`src/rtl/uart_transmitter_if.sv`:
```
// rtl/uart_transmitter_if.sv - bus-side handshake and serial line bundle for uart_transmitter
interface uart_transmitter_if;
    logic       baud_tick;
    logic       tx_start;
    logic [7:0] din;
    logic       tx;
    logic       tx_busy;
    logic       tx_done;

    modport master (
        output baud_tick, tx_start, din,
        input  tx, tx_busy, tx_done
    );

    modport slave (
        input  baud_tick, tx_start, din,
        output tx, tx_busy, tx_done
    );
endinterface

```
`src/rtl/uart_transmitter.sv`:
```
// rtl/uart_transmitter.sv - UART serialiser on a 16x baud tick; optional parity bit under UART_TX_PARITY_EN
module uart_transmitter #(
    parameter int DBIT    = 8,
    parameter int SB_TICK = 16
`ifdef UART_TX_PARITY_EN
    ,
    parameter bit PARITY_ODD = 1'b0
`endif
) (
    input  logic                clk,
    input  logic                reset_n,
    uart_transmitter_if.slave   bus
);

    localparam logic [4:0] TICK_LAST = 5'd15;
    localparam logic [4:0] STOP_LAST = 5'(SB_TICK - 1);
    localparam logic [2:0] BIT_LAST  = 3'(DBIT - 1);

    typedef enum logic [2:0] {
        IDLE,
        START,
        DATA,
`ifdef UART_TX_PARITY_EN
        PARITY,
`endif
        STOP
    } state_t;

    state_t     r_state, w_state_next;
    logic [4:0] r_s, w_s_next;
    logic [2:0] r_n, w_n_next;
    logic [7:0] r_shift, w_shift_next;
    logic       r_tx, w_tx_next;
    logic       r_done, w_done_next;

`ifdef UART_TX_PARITY_EN
    logic [7:0] r_din_lat, w_din_lat_next;
    logic       w_parity;

    // Parity comes from the byte captured at acceptance, not the draining shifter.
    assign w_parity = (^r_din_lat[DBIT-1:0]) ^ PARITY_ODD;
`endif

    always_ff @(posedge clk or negedge reset_n) begin
        if (!reset_n) begin
            r_state   <= IDLE;
            r_s       <= 5'd0;
            r_n       <= 3'd0;
            r_shift   <= 8'd0;
            r_tx      <= 1'b1;
            r_done    <= 1'b0;
`ifdef UART_TX_PARITY_EN
            r_din_lat <= 8'd0;
`endif
        end else begin
            r_state   <= w_state_next;
            r_s       <= w_s_next;
            r_n       <= w_n_next;
            r_shift   <= w_shift_next;
            r_tx      <= w_tx_next;
            r_done    <= w_done_next;
`ifdef UART_TX_PARITY_EN
            r_din_lat <= w_din_lat_next;
`endif
        end
    end

    always_comb begin
        w_state_next   = r_state;
        w_s_next       = r_s;
        w_n_next       = r_n;
        w_shift_next   = r_shift;
        w_tx_next      = r_tx;
        w_done_next    = 1'b0;
`ifdef UART_TX_PARITY_EN
        w_din_lat_next = r_din_lat;
`endif
        case (r_state)
            IDLE: begin
                w_tx_next = 1'b1;
                // Acceptance ignores baud_tick; a coincident tick is not counted.
                if (bus.tx_start) begin
                    w_shift_next = bus.din;
                    w_s_next     = 5'd0;
                    w_state_next = START;
                    w_tx_next    = 1'b0;
`ifdef UART_TX_PARITY_EN
                    w_din_lat_next = bus.din;
`endif
                end
            end
            START: begin
                w_tx_next = 1'b0;
                if (bus.baud_tick) begin
                    if (r_s == TICK_LAST) begin
                        w_s_next     = 5'd0;
                        w_n_next     = 3'd0;
                        w_state_next = DATA;
                        w_tx_next    = r_shift[0];
                    end else begin
                        w_s_next = r_s + 5'd1;
                    end
                end
            end
            DATA: begin
                w_tx_next = r_shift[0];
                if (bus.baud_tick) begin
                    if (r_s == TICK_LAST) begin
                        w_s_next     = 5'd0;
                        w_shift_next = {1'b0, r_shift[7:1]};
                        if (r_n == BIT_LAST) begin
`ifdef UART_TX_PARITY_EN
                            w_state_next = PARITY;
                            w_tx_next    = w_parity;
`else
                            w_state_next = STOP;
                            w_tx_next    = 1'b1;
`endif
                        end else begin
                            w_n_next  = r_n + 3'd1;
                            w_tx_next = r_shift[1];
                        end
                    end else begin
                        w_s_next = r_s + 5'd1;
                    end
                end
            end
`ifdef UART_TX_PARITY_EN
            PARITY: begin
                w_tx_next = w_parity;
                if (bus.baud_tick) begin
                    if (r_s == TICK_LAST) begin
                        w_s_next     = 5'd0;
                        w_state_next = STOP;
                        w_tx_next    = 1'b1;
                    end else begin
                        w_s_next = r_s + 5'd1;
                    end
                end
            end
`endif
            STOP: begin
                w_tx_next = 1'b1;
                if (bus.baud_tick) begin
                    if (r_s == STOP_LAST) begin
                        w_s_next     = 5'd0;
                        w_state_next = IDLE;
                        w_done_next  = 1'b1;
                    end else begin
                        w_s_next = r_s + 5'd1;
                    end
                end
            end
            default: begin
                w_state_next = IDLE;
                w_tx_next    = 1'b1;
            end
        endcase
    end

    assign bus.tx      = r_tx;
    assign bus.tx_busy = (r_state != IDLE);
    assign bus.tx_done = r_done;

endmodule

```
`src/flat_wrapper.sv`:
```
// flat-port wrapper written by rule: the top's interface ports become plain ports
module uart_transmitter_flat 
#(
    parameter int DBIT    = 8,
    parameter int SB_TICK = 16

)
  (clk, reset_n, bus_baud_tick, bus_tx_start, bus_din, bus_tx, bus_tx_busy, bus_tx_done);
  uart_transmitter_if bus_i ();
  input  logic clk;
  input  logic reset_n;
  input wire logic [$bits(bus_i.baud_tick)-1:0] bus_baud_tick;
  input wire logic [$bits(bus_i.tx_start)-1:0] bus_tx_start;
  input wire logic [$bits(bus_i.din)-1:0] bus_din;
  output wire logic [$bits(bus_i.tx)-1:0] bus_tx;
  output wire logic [$bits(bus_i.tx_busy)-1:0] bus_tx_busy;
  output wire logic [$bits(bus_i.tx_done)-1:0] bus_tx_done;
  assign bus_i.baud_tick = bus_baud_tick;
  assign bus_i.tx_start = bus_tx_start;
  assign bus_i.din = bus_din;
  assign bus_tx = bus_i.tx;
  assign bus_tx_busy = bus_i.tx_busy;
  assign bus_tx_done = bus_i.tx_done;
  uart_transmitter #(.DBIT(DBIT), .SB_TICK(SB_TICK)) u_core (.clk(clk), .reset_n(reset_n), .bus(bus_i));
endmodule
```
`config.mk`:
```
export PLATFORM = sky130hd
export DESIGN_NAME = uart_transmitter_flat
export DESIGN_NICKNAME = d
export VERILOG_FILES = /design/src/rtl/uart_transmitter_if.sv /design/src/rtl/uart_transmitter.sv /design/src/flat_wrapper.sv
export SDC_FILE = /design/constraint.sdc
export NUM_CORES = 1
export LEC_CHECK = 0
export ABC_AREA = 1
export BUFFER_PORTS_ARGS = -buffer_cell sky130_fd_sc_hd__buf_2
export CELL_PAD_IN_SITES_DETAIL_PLACEMENT = 2
export CELL_PAD_IN_SITES_GLOBAL_PLACEMENT = 2
export CORE_MARGIN = 10
export CORE_UTILIZATION = 37
export DETAILED_ROUTE_END_ITERATION = 6
export PLACE_DENSITY_LB_ADDON = 0.1
export SYNTH_ARGS = -nofsm -noshare
export SYNTH_HDL_FRONTEND = slang
export SYNTH_SLANG_ARGS = --single-unit
export TNS_END_PERCENT = 100
```
`constraint.sdc`:
```
create_clock -name clk -period 3.9 [get_ports clk]
set_clock_uncertainty 0.05 [all_clocks]
set_input_delay 0 -clock clk [delete_from_list [all_inputs] [get_ports clk]]
set_output_delay 0 -clock clk [all_outputs]
set_load 0.005 [all_outputs]
```
==> impl_results.rst <==
.. list-table::
   :header-rows: 1

   * - Metric
     - Value
   * - Status
     - finished clean
   * - RSZ-0062 raised after global routing
     - false
   * - # port buffers
     - 14
   * - Endpoint, Worst Hold
     - u_core.bus.tx
   * - Yosys warning count
     - 0
   * - Detailed Routing Iterations Pass 1
     - 4
   * - CTS tree
     - done
   * - Average wire per standard cell
     - 15.42 um
   * - Number of cells on the worst hold path
     - 6
   * - Post-CTS sizing
     - 0
   * - Count of pins on the block boundary
     - 15
   * - Most area-consuming cells after synthesis
     - sky130_fd_sc_hd__dfrtp_1 (40%), sky130_fd_sc_hd__nand2_1 (12%), sky130_fd_sc_hd__ha_1 (9.5%)
   * - Critical register-to-register path startpoint
     - u_core.r_state[0]
   * - Number of placement rows
     - 20
   * - Power per Cell Area
     - 670.5 nW/um^2
   * - Commonest cells in the synthesized netlist
     - sky130_fd_sc_hd__nand2_1 (38), sky130_fd_sc_hd__dfrtp_1 (19), sky130_fd_sc_hd__inv_1 (13), sky130_fd_sc_hd__ha_1 (9), sky130_fd_sc_hd__nand3_1 (9)
   * - Fraction of final layout cells sized beyond drive strength 1
     - 22.36%
   * - DRC Markers
     - 0
   * - Sequential cell area
     - 501.7 um^2
   * - Worst Path Buf+Inv
     - 2
   * - Total track usage
     - 11.44%
   * - Overflow left after global routing
     - 0
   * - Average size of a mapped cell
     - 8.740 um^2
   * - Most numerous cell in the Yosys netlist
     - sky130_fd_sc_hd__nand2_1
   * - Maximum clock frequency
     - 441.9 MHz
   * - Worst EP arrival
     - 2.47 ns
   * - Final-report setup violation count
     - 0
   * - Clock buffer count from CTS
     - 3
   * - Worst Tran Pin Value
     - 0.7662 ns
   * - Number of cells on the worst reg-to-reg path
     - 6
   * - Post-Synthesis Cell Area
     - 1189 um^2
   * - Fill cell count
     - 365
   * - Register-to-register path setup slack
     - 1.64 ns
   * - Max Fanout on Critical Path
     - 17
   * - Total number of H-tree levels
     - 1
   * - Seq/Total Area, Yosys
     - 42.21%
   * - Clock insertion delay at the later pin of the skew report
     - 0.31 ns
   * - Initial core utilization
     - 38.93%
   * - Number of nets in the layout
     - 183
   * - Global-route wire length before repair
     - 5.513 mm
   * - Worst reg2reg path endpoint
     - u_core.r_shift[3]
   * - Final critical path time including I/O delays and setup
     - 2.263 ns
   * - Cell with the largest stage delay on the worst path
     - sky130_fd_sc_hd__ha_1
   * - Worst VDD drop
     - 0.2778 mV
   * - Largest area contributor in the netlist
     - sky130_fd_sc_hd__dfrtp_1
   * - Path class of the lowest-slack min-delay path
     - input pin to flip-flop
   * - Count of inserted antenna diode cells
     - 0
   * - Count of pins over their slew limit
     - 0
   * - Global placer's final weighted congestion
     - 0.7188
   * - Critical path required time
     - 4.10 ns
   * - Largest delay contributor family on the critical path
     - adder cells
   * - Synthesized instance count
     - 136
   * - Average via count per standard cell
     - 4.873
   * - Critical hold path startpoint
     - bus_tx_start
   * - Max-Cap Viols
     - 0
   * - Area share of the leading cell type in the synthesized netlist
     - 40.00%
   * - Core area
     - 3053 um^2
   * - Async S/R FF share, synth
     - 100.0%
   * - Overall die area
     - 5880 um^2
   * - Final standard cell count with taps included and fillers excluded
     - 205
   * - Maximum buffer depth of the clock tree
     - 2
   * - Number of enable flip-flop cells after synthesis
     - 0
   * - Setup CP Type
     - flip-flop to flip-flop
   * - Y dimension of the die
     - 76.68 um
   * - Sinks on the clock net
     - 20
   * - Antenna violations before repair
     - 0
   * - Maximum single-stage delay on the critical path
     - 0.67 ns
   * - Cell breakdown of the critical path
     - inv_1 > ha_1 > inv_2 > o21ai_4 > nand2_1 > o21ai_2
   * - Detailed Place HPWL
     - 2.264 mm
   * - Die width
     - 76.68 um
   * - Total of flip-flops plus latches after synthesis
     - 20
   * - Largest net degree at the start of global routing
     - 21
   * - Stages on worst setup path
     - 6
   * - Post-DRT Antenna Nets
     - 0
   * - Drt initial violations
     - 37
   * - Multi-input logic area
     - 613.1 um^2
   * - Setup TNS after final layout
     - 0 ns
   * - Reg clk slew, reported paths
     - 0.12 ns
   * - Routed via count
     - 999
   * - Slew margin rel.
     - 48.92%
   * - Vias in the first global route
     - 1,125
   * - Post-synth net total
     - 157
   * - Hold Vio Cnt, Final
     - 0
   * - Cell total after placement
     - 191
   * - Leakage power
     - 0.7094 nW
   * - Kind of capture point of the worst setup path
     - flip-flop
   * - CP Launch Type
     - flip-flop
   * - Overall routed net length
     - 3.162 mm
   * - Synth Flop Type
     - sky130_fd_sc_hd__dfrtp_1
   * - Root buffer cell
     - sky130_fd_sc_hd__clkbuf_4
   * - Setup Fix Bufs, Post-CTS
     - 0
   * - Number of library cell types mapped by synthesis
     - 24
   * - Area added between synthesis and finish
     - 19.37%
   * - Share of the clock period used by the worst path after layout
     - 58.02%
-- power by group --
| group | internal (mW) | leakage [nW] | total, mW | switching [mW] |
|---|---|---|---|---|
| registers | 0.280 | 0.258 | 0.336 | 0.0559 |
| logic | 0.185 | 0.436 | 0.507 | 0.321 |
| clock network | 0.0400 | 0.0150 | 0.109 | 0.0686 |
-- layout make-up --
| class | instances | area share, % |
|---|---|---|
| Timing Repair Buffer | 24 | 11.99 |
| Inverter | 14 | 3.704 |
| Sequential cell | 20 | 35.36 |
| Tap cell | 44 | 3.880 |
| Clock buffer | 4 | 1.852 |
| Multi-Input combinational cell | 99 | 43.21 |
-- repair_timing --
action	4_1_cts	5_1_grt
endpoints found under the setup margin	0	0
hold buffers	10	0
endpoints found under the hold margin	29	0
-- metrics by stage --
step	power, mW	hold WS, ns	cell area (um^2)	setup WS, ns	utilization (%)
after floorplan	0.7293	-0.3456	1189	2.329	-
after global placement	0.8132	-0.06766	1292	1.778	42.34
after detailed placement	0.8429	-0.05718	1292	1.658	42.34
after CTS	0.9660	0.06239	1419	1.633	46.48
after global routing	1.058	0.07979	1419	1.430	46.48
final	0.9513	0.05718	1419	1.637	46.48
-- worst min-delay path: stages --
cell                      delay [ns]
sky130_fd_sc_hd__buf_2          0.08
sky130_fd_sc_hd__inv_1          0.04
sky130_fd_sc_hd__a21oi_1        0.14
sky130_fd_sc_hd__o21ai_1        0.08
sky130_fd_sc_hd__inv_1          0.05
sky130_fd_sc_hd__nand2_1        0.04
-- cell usage in the layout, fill, tap and decap left out, drive strengths merged --
| master | Yosys | layout |
|---|---|---|
| dfstp | 1 | 1 |
| ha | 9 | 9 |
| dlygate4sd3 | 0 | 10 |
| nand4 | 2 | 2 |
| inv | 14 | 14 |
| o21ai | 16 | 16 |
| clkbuf | 0 | 4 |
| mux2i | 7 | 7 |
| a21oi | 4 | 4 |
| nor2 | 7 | 7 |
| xor2 | 1 | 1 |
| nand3 | 10 | 10 |
| dfrtp | 19 | 19 |
| nor3 | 1 | 1 |
| buf | 3 | 14 |
| nand2 | 42 | 42 |
-- state kept, by name, summed over array words and instances (netlist names) --
register	cells
u_core.r_state	2
u_core.r_n	3
u_core.r_shift	8
u_core.r_s	5
u_core.bus.tx_done	1
u_core.bus.tx	1
-- per-layer routing --
layer | up-vias | global-route usage [%] | routed length [um]
li1 | 488 | - | -
met1 | 497 | 13.40 | 1339
met2 | 10 | 19.73 | 1724
met3 | 4 | 2.448 | 68
met4 | 0 | 4.461 | 30
met5 | - | 0 | 0
-- cells by family after synthesis --
group,Yosys count,share of synthesized area (%)
adders and majority gates,9,9.474
DFF,20,42.21
muxes,7,5.895
AOI/OAI and AO/OA,20,12.21
xor gates and xnor gates,1,0.7370
buffers and inverters,17,6.210
and+or+nand+nor,62,23.26
-- worst max path at each step --
stage / from / end / slack (ns)
floorplan: u_core.r_state[0] / u_core.r_shift[0] / 2.33
global placement: u_core.r_state[0] / u_core.r_shift[2] / 1.78
detailed placement: u_core.r_state[0] / u_core.r_shift[6] / 1.66
CTS: u_core.r_state[0] / u_core.r_shift[6] / 1.63
global route: u_core.r_state[0] / u_core.r_shift[3] / 1.43
finish: u_core.r_state[0] / u_core.r_shift[3] / 1.64
(Power assumes the default switching activity.)
